**src/rtl/seg7_scan_driver.sv**
```systemverilog
// Four-digit common-anode 7-segment scanner: BCD decode, leading-zero blanking, per-digit DP.
// Optional blink gating is compiled in when SEG7_BLINK_EN is defined; outputs are registered, 1 cycle after tick.
module seg7_scan_driver #(
  parameter int REFRESH_DIV  = 50000,
  parameter int BLINK_FRAMES = 64
) (
  input  logic        clk,
  input  logic        rst,
  input  logic [15:0] bcd_in,
  input  logic [3:0]  dp_en,
  input  logic        lz_blank,
  input  logic        blink,
  output logic [3:0]  an_n,
  output logic [6:0]  seg_n,
  output logic        dp_n
);

  localparam int DIV_W = $clog2(REFRESH_DIV);
  localparam logic [DIV_W-1:0] DIV_LAST = DIV_W'(REFRESH_DIV - 1);

  logic [DIV_W-1:0] r_div;
  logic [1:0]       r_idx;
  logic             r_started;
  logic [3:0]       r_an_n;
  logic [6:0]       r_seg_n;
  logic             r_dp_n;

  logic             w_tick;
  logic [1:0]       w_idx_nxt;
  logic [3:0]       w_digit;
  logic [6:0]       w_seg;
  logic             w_blank;
  logic             w_force_off;
  logic             w_d3_z;
  logic             w_d2_z;
  logic             w_d1_z;

  assign w_tick = (r_div == DIV_LAST);

  always_ff @(posedge clk or posedge rst) begin
    if (rst) begin
      r_div <= '0;
    end else if (w_tick) begin
      r_div <= '0;
    end else begin
      r_div <= r_div + 1'b1;
    end
  end

  // The first tick after reset must land on digit 0, not advance past it.
  assign w_idx_nxt = r_started ? (r_idx + 2'd1) : 2'd0;

  always_ff @(posedge clk or posedge rst) begin
    if (rst) begin
      r_idx     <= 2'd0;
      r_started <= 1'b0;
    end else if (w_tick) begin
      r_idx     <= w_idx_nxt;
      r_started <= 1'b1;
    end
  end

  assign w_digit = bcd_in[{w_idx_nxt, 2'b00} +: 4];
  assign w_d3_z  = (bcd_in[15:12] == 4'd0);
  assign w_d2_z  = (bcd_in[11:8] == 4'd0);
  assign w_d1_z  = (bcd_in[7:4] == 4'd0);

  always_comb begin
    w_seg = 7'b0111111;
    case (w_digit)
      4'd0:    w_seg = 7'b1000000;
      4'd1:    w_seg = 7'b1111001;
      4'd2:    w_seg = 7'b0100100;
      4'd3:    w_seg = 7'b0110000;
      4'd4:    w_seg = 7'b0011001;
      4'd5:    w_seg = 7'b0010010;
      4'd6:    w_seg = 7'b0000010;
      4'd7:    w_seg = 7'b1111000;
      4'd8:    w_seg = 7'b0000000;
      4'd9:    w_seg = 7'b0010000;
      default: w_seg = 7'b0111111;
    endcase
  end

  always_comb begin
    w_blank = 1'b0;
    case (w_idx_nxt)
      2'd3:    w_blank = w_d3_z;
      2'd2:    w_blank = w_d3_z & w_d2_z;
      2'd1:    w_blank = w_d3_z & w_d2_z & w_d1_z;
      default: w_blank = 1'b0;
    endcase
    w_blank = w_blank & lz_blank;
  end

`ifdef SEG7_BLINK_EN
  localparam int FC_W = $clog2(BLINK_FRAMES + 1);

  logic [FC_W-1:0] r_frame_cnt;
  logic [FC_W-1:0] w_frame_cnt_nxt;
  logic            r_phase_on;
  logic            w_phase_on_nxt;

  // Phase is evaluated with the same tick that selects digit 0 so whole frames go dark together.
  always_comb begin
    w_frame_cnt_nxt = r_frame_cnt;
    w_phase_on_nxt  = r_phase_on;
    if (!blink) begin
      w_frame_cnt_nxt = '0;
      w_phase_on_nxt  = 1'b1;
    end else if (w_tick && r_started && (r_idx == 2'd3)) begin
      if (r_frame_cnt == FC_W'(BLINK_FRAMES - 1)) begin
        w_frame_cnt_nxt = '0;
        w_phase_on_nxt  = ~r_phase_on;
      end else begin
        w_frame_cnt_nxt = r_frame_cnt + 1'b1;
      end
    end
  end

  always_ff @(posedge clk or posedge rst) begin
    if (rst) begin
      r_frame_cnt <= '0;
      r_phase_on  <= 1'b1;
    end else begin
      r_frame_cnt <= w_frame_cnt_nxt;
      r_phase_on  <= w_phase_on_nxt;
    end
  end

  assign w_force_off = blink & ~w_phase_on_nxt;
`else
  logic w_unused_blink;
  assign w_unused_blink = blink;
  assign w_force_off    = 1'b0;
`endif

  always_ff @(posedge clk or posedge rst) begin
    if (rst) begin
      r_an_n  <= 4'b1111;
      r_seg_n <= 7'b1111111;
      r_dp_n  <= 1'b1;
    end else if (w_tick) begin
      if (w_blank || w_force_off) begin
        r_an_n  <= 4'b1111;
        r_seg_n <= 7'b1111111;
        r_dp_n  <= 1'b1;
      end else begin
        r_an_n  <= ~(4'b0001 << w_idx_nxt);
        r_seg_n <= w_seg;
        r_dp_n  <= ~dp_en[w_idx_nxt];
      end
    end
  end

  assign an_n  = r_an_n;
  assign seg_n = r_seg_n;
  assign dp_n  = r_dp_n;

endmodule
```
**config.mk**
```make
export PLATFORM = sky130hd
export DESIGN_NAME = seg7_scan_driver
export DESIGN_NICKNAME = d
export VERILOG_FILES = /design/src/rtl/seg7_scan_driver.sv
export SDC_FILE = /design/constraint.sdc
export NUM_CORES = 1
export LEC_CHECK = 0
export ABC_AREA = 0
export CAP_MARGIN = 40
export CORE_AREA = 2 2 65 67
export DETAILED_ROUTE_END_ITERATION = 8
export DIE_AREA = 0 0 67 69
export GPL_TIMING_DRIVEN = 0
export PLACE_DENSITY = 0.82
export SETUP_SLACK_MARGIN = 0.02
export SLEW_MARGIN = 5
export SYNTH_ARGS = -nofsm -noshare
export SYNTH_HDL_FRONTEND = slang
export SYNTH_SLANG_ARGS = --single-unit
export TNS_END_PERCENT = 1
```
**constraint.sdc**
```tcl
create_clock -name clk -period 2.29 [get_ports clk]
set_clock_uncertainty 0.2 [all_clocks]
set_input_delay 0.458 -clock clk [delete_from_list [all_inputs] [get_ports clk]]
set_output_delay 0.458 -clock clk [all_outputs]
set_load 0.01 [all_outputs]
```
## Yosys cells after proc, flatten, opt, wreduce, memory -nomap -nowiden

Memories as Yosys holds them, arrays and structs flattened.
Cells that the tools add are included.

- Memories kept: 1
- Bits in read-only memories: 112
- Bits of input ports: 24
- Logic and storage cells: 32
- Flip-flop bits (word level): 31

Memories:

| name | depth | width | rd ports | clocked after Yosys merged registers in | wr ports | RTL line | text |
|---|---|---|---|---|---|---|---|
| (name not given) | 16 | 7 | 1 | 0 | 0 | 70 | `case (w_digit)` |

- Muxes and demuxes: 8
- Eq/ne operators: 4
- Magnitude comparators: 1
- Shifts and indexed selects: 2
- Bitwise gates (word level): 5
- Reductions and logical operators: 3
- Add/sub/neg operators: 2

Operators with widths:

| operator | count |
|---|---|
| adder 16 x 1 -> 16 bit (second input constant) | 1 |
| equality test 16 bit (second input constant) | 1 |
| 2-to-1 mux 16 bit | 1 |
| indexed part select 16 x 5 -> 4 bit | 1 |
| zero test 4 bit | 3 |
| 2-to-1 mux 7 bit | 1 |
| equality test 2 bit (second input constant) | 2 |
| 2-to-1 mux 4 bit | 1 |
| inverter 4 bit | 1 |
| << shifter 1 x 2 -> 4 bit (first input constant) | 1 |
| bitwise AND 1 bit | 3 |
| less-than comparator 2 x 3 -> 1 bit (second input constant) | 1 |
| case mux 1 bit (3 select lines) | 1 |
| adder 2 x 1 -> 2 bit (second input constant) | 1 |
| binary-select mux 1 bit (select 2 bit) | 1 |
| equality test 2 x 1 -> 1 bit (second input constant) | 1 |
| 2-to-1 mux 1 bit | 2 |
| 2-to-1 mux 2 bit | 1 |
| inverter 1 bit | 1 |

## Depth between registers and ports, before layout

- Depth after elaboration: 6
- Mapped depth: 11

## Least setup slack after synthesis

OpenSTA, ideal clock, no wires.

- Kind: reg-to-reg
- Start: register r_idx[0]
- End: register r_seg_n[4] (netlist: seg_n[4])
- Buffers on the path: 2
- Stages on the path, launching flop included: 11
- Clock period less this slack: 2.230 ns
- Data required time: 2.013 ns
- Slack: 0.060 ns
- Library setup time: 0.077 ns
- Arrival time: 1.953 ns
- Cell sequence: dfrtp_1 -> buf_6 -> clkbuf_1 -> nor2b_1 -> a211oi_1 -> o21ai_0 -> o21ai_0 -> ha_1 -> nand2b_1 -> a32o_1 -> a31oi_1

- Longest elaborated chain between the ends: 6

Ends and longest elaborated chain:

| what | RTL line | text |
|---|---|---|
| start: declaration | 22 | `logic [1:0] r_idx;` |
| start signal: assignment | 58 | `r_idx <= w_idx_nxt;` |
| adder 2 x 1 -> 2 bit (*) | 51 | `assign w_idx_nxt = r_started ? (r_idx + 2'd1) : 2'd0;` |
| 2-to-1 mux 2 bit (*) | 51 |  |
| branches (longest 3 deep; another with memory read (16 x 7 bit)) | -- |  |
| 2-to-1 mux 7 bit (*) | 144 | `if (w_blank \|\| w_force_off) begin` |
| end signal: assignment | 150 | `r_seg_n <= w_seg;` |
| end: declaration | 25 | `logic [6:0] r_seg_n;` |

Every way passes the cells marked *.
A chain may end at the register's enable or synchronous reset.

## Worst setup path in the final report

- Start: register r_div[4]
- End: register r_seg_n[0] (netlist: seg_n[0])

- Longest elaborated chain between the ends: 1

Ends and longest elaborated chain:

| what | RTL line | text |
|---|---|---|
| start: declaration | 21 | `logic [DIV_W-1:0] r_div;` |
| start signal: assignment | 46 | `r_div <= r_div + 1'b1;` |
| equality test 16 bit | 38 | `assign w_tick = (r_div == DIV_LAST);` |

No other way between the ends.

==> impl_summary.txt <==
----------------------------------------------------
[Timing]
  Final hold violation count ... 0
  Measured slew at the worst slew-check pin ... 513 ps
  Crit path setup slack, layout ... 50.0 ps
  Max Clk Rate ... 446 MHz
  Crit share post-route ... 97.8%
  Accumulated negative setup slack ... 0 ps
  Final period demand of the worst path ... 2240 ps
  Slew headroom ... 65.8%
  Final Setup Violations ... 0
  RSZ-0062 raised after global routing ... true
  Final count of pins violating max slew ... 0

[Global route]
  Maximum number of pins on one net before global-route repair ... 22
  First-pass GRT wire length ... 7050 microns
  GRT overflow ... 0
  Overall Global Routing Usage ... 19.8%
  Number of antenna violations at the first check in global routing ... 0
  Number of global-route vias before repair ... 1540

[Synthesis]
  Asr flop ratio synth ... 100%
  Number of synthesized register bits ... 31
  Cell area after synthesis ... 1740 sq um
  Register area share after synthesis ... 45.5%
  Number of synthesis warnings ... 0
  Prevailing post-synth register cell ... dfrtp_1
  Post-synth EDFFs ... 0
  Instance count of the mapped netlist ... 182
  Syn Area/Cell ... 9.55 sq um
  Number of nets produced by synthesis ... 212
  Distinct cell type count after synthesis ... 47

[Power]
  Worst-case vdd ir drop ... 318 uV
  Total power divided by cell area ... 483 nW/um^2
  Total power draw ... 1.13 mW
  Static leakage power ... 1.02 nW

[Hold path]
  Class of the worst hold path ... reg2reg

[Clocking]
  CTS HTree Levels ... 2
  CTS tree ... done
  Clock slew seen by the registers of the worst setup and hold paths ... 70 ps
  Clock latency of the later-clocked register in the worst-skew pair ... 280 ps
  CTS buffer count ... 5
  Clock sinks ... 31
  Buffers from clock root to sink, at most ... 2
  Root Driver ... clkbuf_8

[Die]
  Standard-cell row count ... 23
  Initial core utilization ... 44.4%
  Height of the chip ... 69 microns
  Full die area ... 4620 sq um
  Placeable Area ... 3910 sq um
  I/O pin cnt ... 36
  Width of the die ... 67 microns

[Cells and area]
  Area Growth Syn to Fin ... 35.0%
  Total of fill cells in the finished design ... 357
  Fraction of the core area covered by cells at the end of the flow ... 59.9%
  Layout net count ... 255
  Storage cell area ... 791 sq um
  Area of combinational cells with multiple inputs ... 932 sq um
  Design Area, Final ... 2350 sq um
  Share of post-route cells with drive strength above 1 ... 21.2%
  Diodes inserted ... 0

[Routing]
  Count of routing violations after the opening detailed-route iteration ... 73
  Vias per cell ... 5.38
  Wirelength per Cell ... 14.5 microns
  Total wire length after detailed routing ... 3990 microns
  DRC violations left ... 0
  Count of antenna-violating nets left after detailed routing ... 0
  Met1 Wirelength ... 1770 microns
  Total met3 wirelength after detailed routing ... 132 microns
  Via count ... 1484
  Number of detailed-routing iterations run before antenna repair ... 4
  Met2 Wirelength ... 2000 microns
  Highest routed layer ... met4

[Flow run]
  Max Cap Violations ... 0

[Placement]
  PortBufs ... 34
  HPWL after DPL ... 3000 microns
  Post-Place Worst Slack ... -505 ps
  Gpl congestion ... 0.862
  Cell Area, Placed ... 2170 sq um

[Setup path]
  Startpoint kind of the worst setup timing path ... register
  Worst path arrival time ... 2250 ps
  Worst Path Required ... 2300 ps
  Critical path fanouts, max ... 10
  Endpoint type of the worst setup path ... register
  Crit Path Category ... reg2reg

[Outcome]
  Run status ... finished clean

----------------------------------------------------
==> worst max-delay path: stages, from the launching register on <==
cell	delay, ps
dfrtp_1	420
nor4_2	270
nand3_1	180
or4_4	590
buf_2	210
a22oi_1	210
nand2_1	80
==> path summary, 6_finish.rpt <==
| check | slack (ps) | endpoint | depth (start not counted) | startpoint |
|---|---|---|---|---|
| min in group asynchronous | 290 | r_div[0] | 2 | rst |
| max in group asynchronous | 1060 | seg_n[5] | 3 | rst |
| hold reg to reg | 270 | an_n[0] | 2 | an_n[0] |
| setup / recovery | 50 | seg_n[0] | 6 | r_div[4] |
| hold / removal | 270 | an_n[0] | 2 | an_n[0] |
| setup reg to reg | 50 | seg_n[0] | 6 | r_div[4] |
==> cells by family (layout without fill, tap and decap cells) <==
logic type                 after synthesis  count (layout)  share of synthesized area (%)
buffers and inverters                   15              59                           3.74
muxes                                    5               5                           3.38
and+or+nand+nor                         72              72                           21.5
AOI/OAI and AO/OA                       40              40                           15.0
adders and majority gates                6               6                           4.32
DFF                                     31              31                           45.5
xor gates and xnor gates                13              13                           6.55
==> timing repair <==
action                                  4_1_cts  5_1_grt
hold buffers                                  0        0
buffers inserted                              0        1
pin swaps                                     1        6
endpoints found under the setup margin       16       22
gates resized for setup                       8       22
==> sequential cells by signal (all words and copies together), names as in the netlist <==
name and cells:
r_div 16, seg_n 7, dp_n 1, r_idx 2
an_n 4, r_started 1
==> cell type report <==
cell class	count	share of cell area (%)
timing repair buffer	36	16.2
tap	50	2.67
buffer	7	1.97
multi-input combinational	136	39.7
inverter	8	1.28
sequential	31	33.7
clock inverter	1	0.320
clock buffer	7	4.11
==> synth_stat cells, types with 3 or more instances <==
cell type,count,area (sq um)
a21oi_1,7,35.0
nor2_1,18,67.6
o21ai_0,7,35.0
inv_1,8,30.0
dfstp_2,12,315
mux2_2,3,33.8
dfrtp_1,19,475
xnor2_1,6,52.6
xor2_1,7,61.3
o21ai_1,6,30.0
nand3_1,6,30.0
nor4_1,4,25.0
nand2b_1,4,25.0
ha_1,6,75.1
nand4_1,5,31.3
clkbuf_1,4,15.0
and2_1,3,18.8
nand2_1,17,63.8
or3_1,3,18.8
==> routing by layer <==
metal	track usage, %	vias to the layer above
li1	-	732
met1	25.7	713
met2	30.5	31
met3	5.38	8
met4	8.62	0
met5	0	-
==> power breakdown <==
| part | internal [mW] | switching [mW] |
|---|---|---|
| Combinational | 0.0568 | 0.0425 |
| Sequential | 0.550 | 0.000543 |
| Clock | 0.273 | 0.209 |
==> cells in the final DEF (no fill, tap or decap), types with 7 or more instances in the layout <==
cell type	synthesis	routed
dfrtp_1	19	19
clkdlybuf4s50_1	0	32
dfstp_2	12	12
nor2_1	18	18
inv_1	8	7
a21oi_1	7	7
clkbuf_8	0	7
xor2_1	7	7
nand2_1	17	16
==> per-stage QoR <==
step,std cells,hold slack (ps)
floorplan,182,255
global placement,266,255
detailed placement,267,259
CTS,275,268
global route,276,296
finish,276,267
No activity file was read; power rests on OpenSTA's default activity.
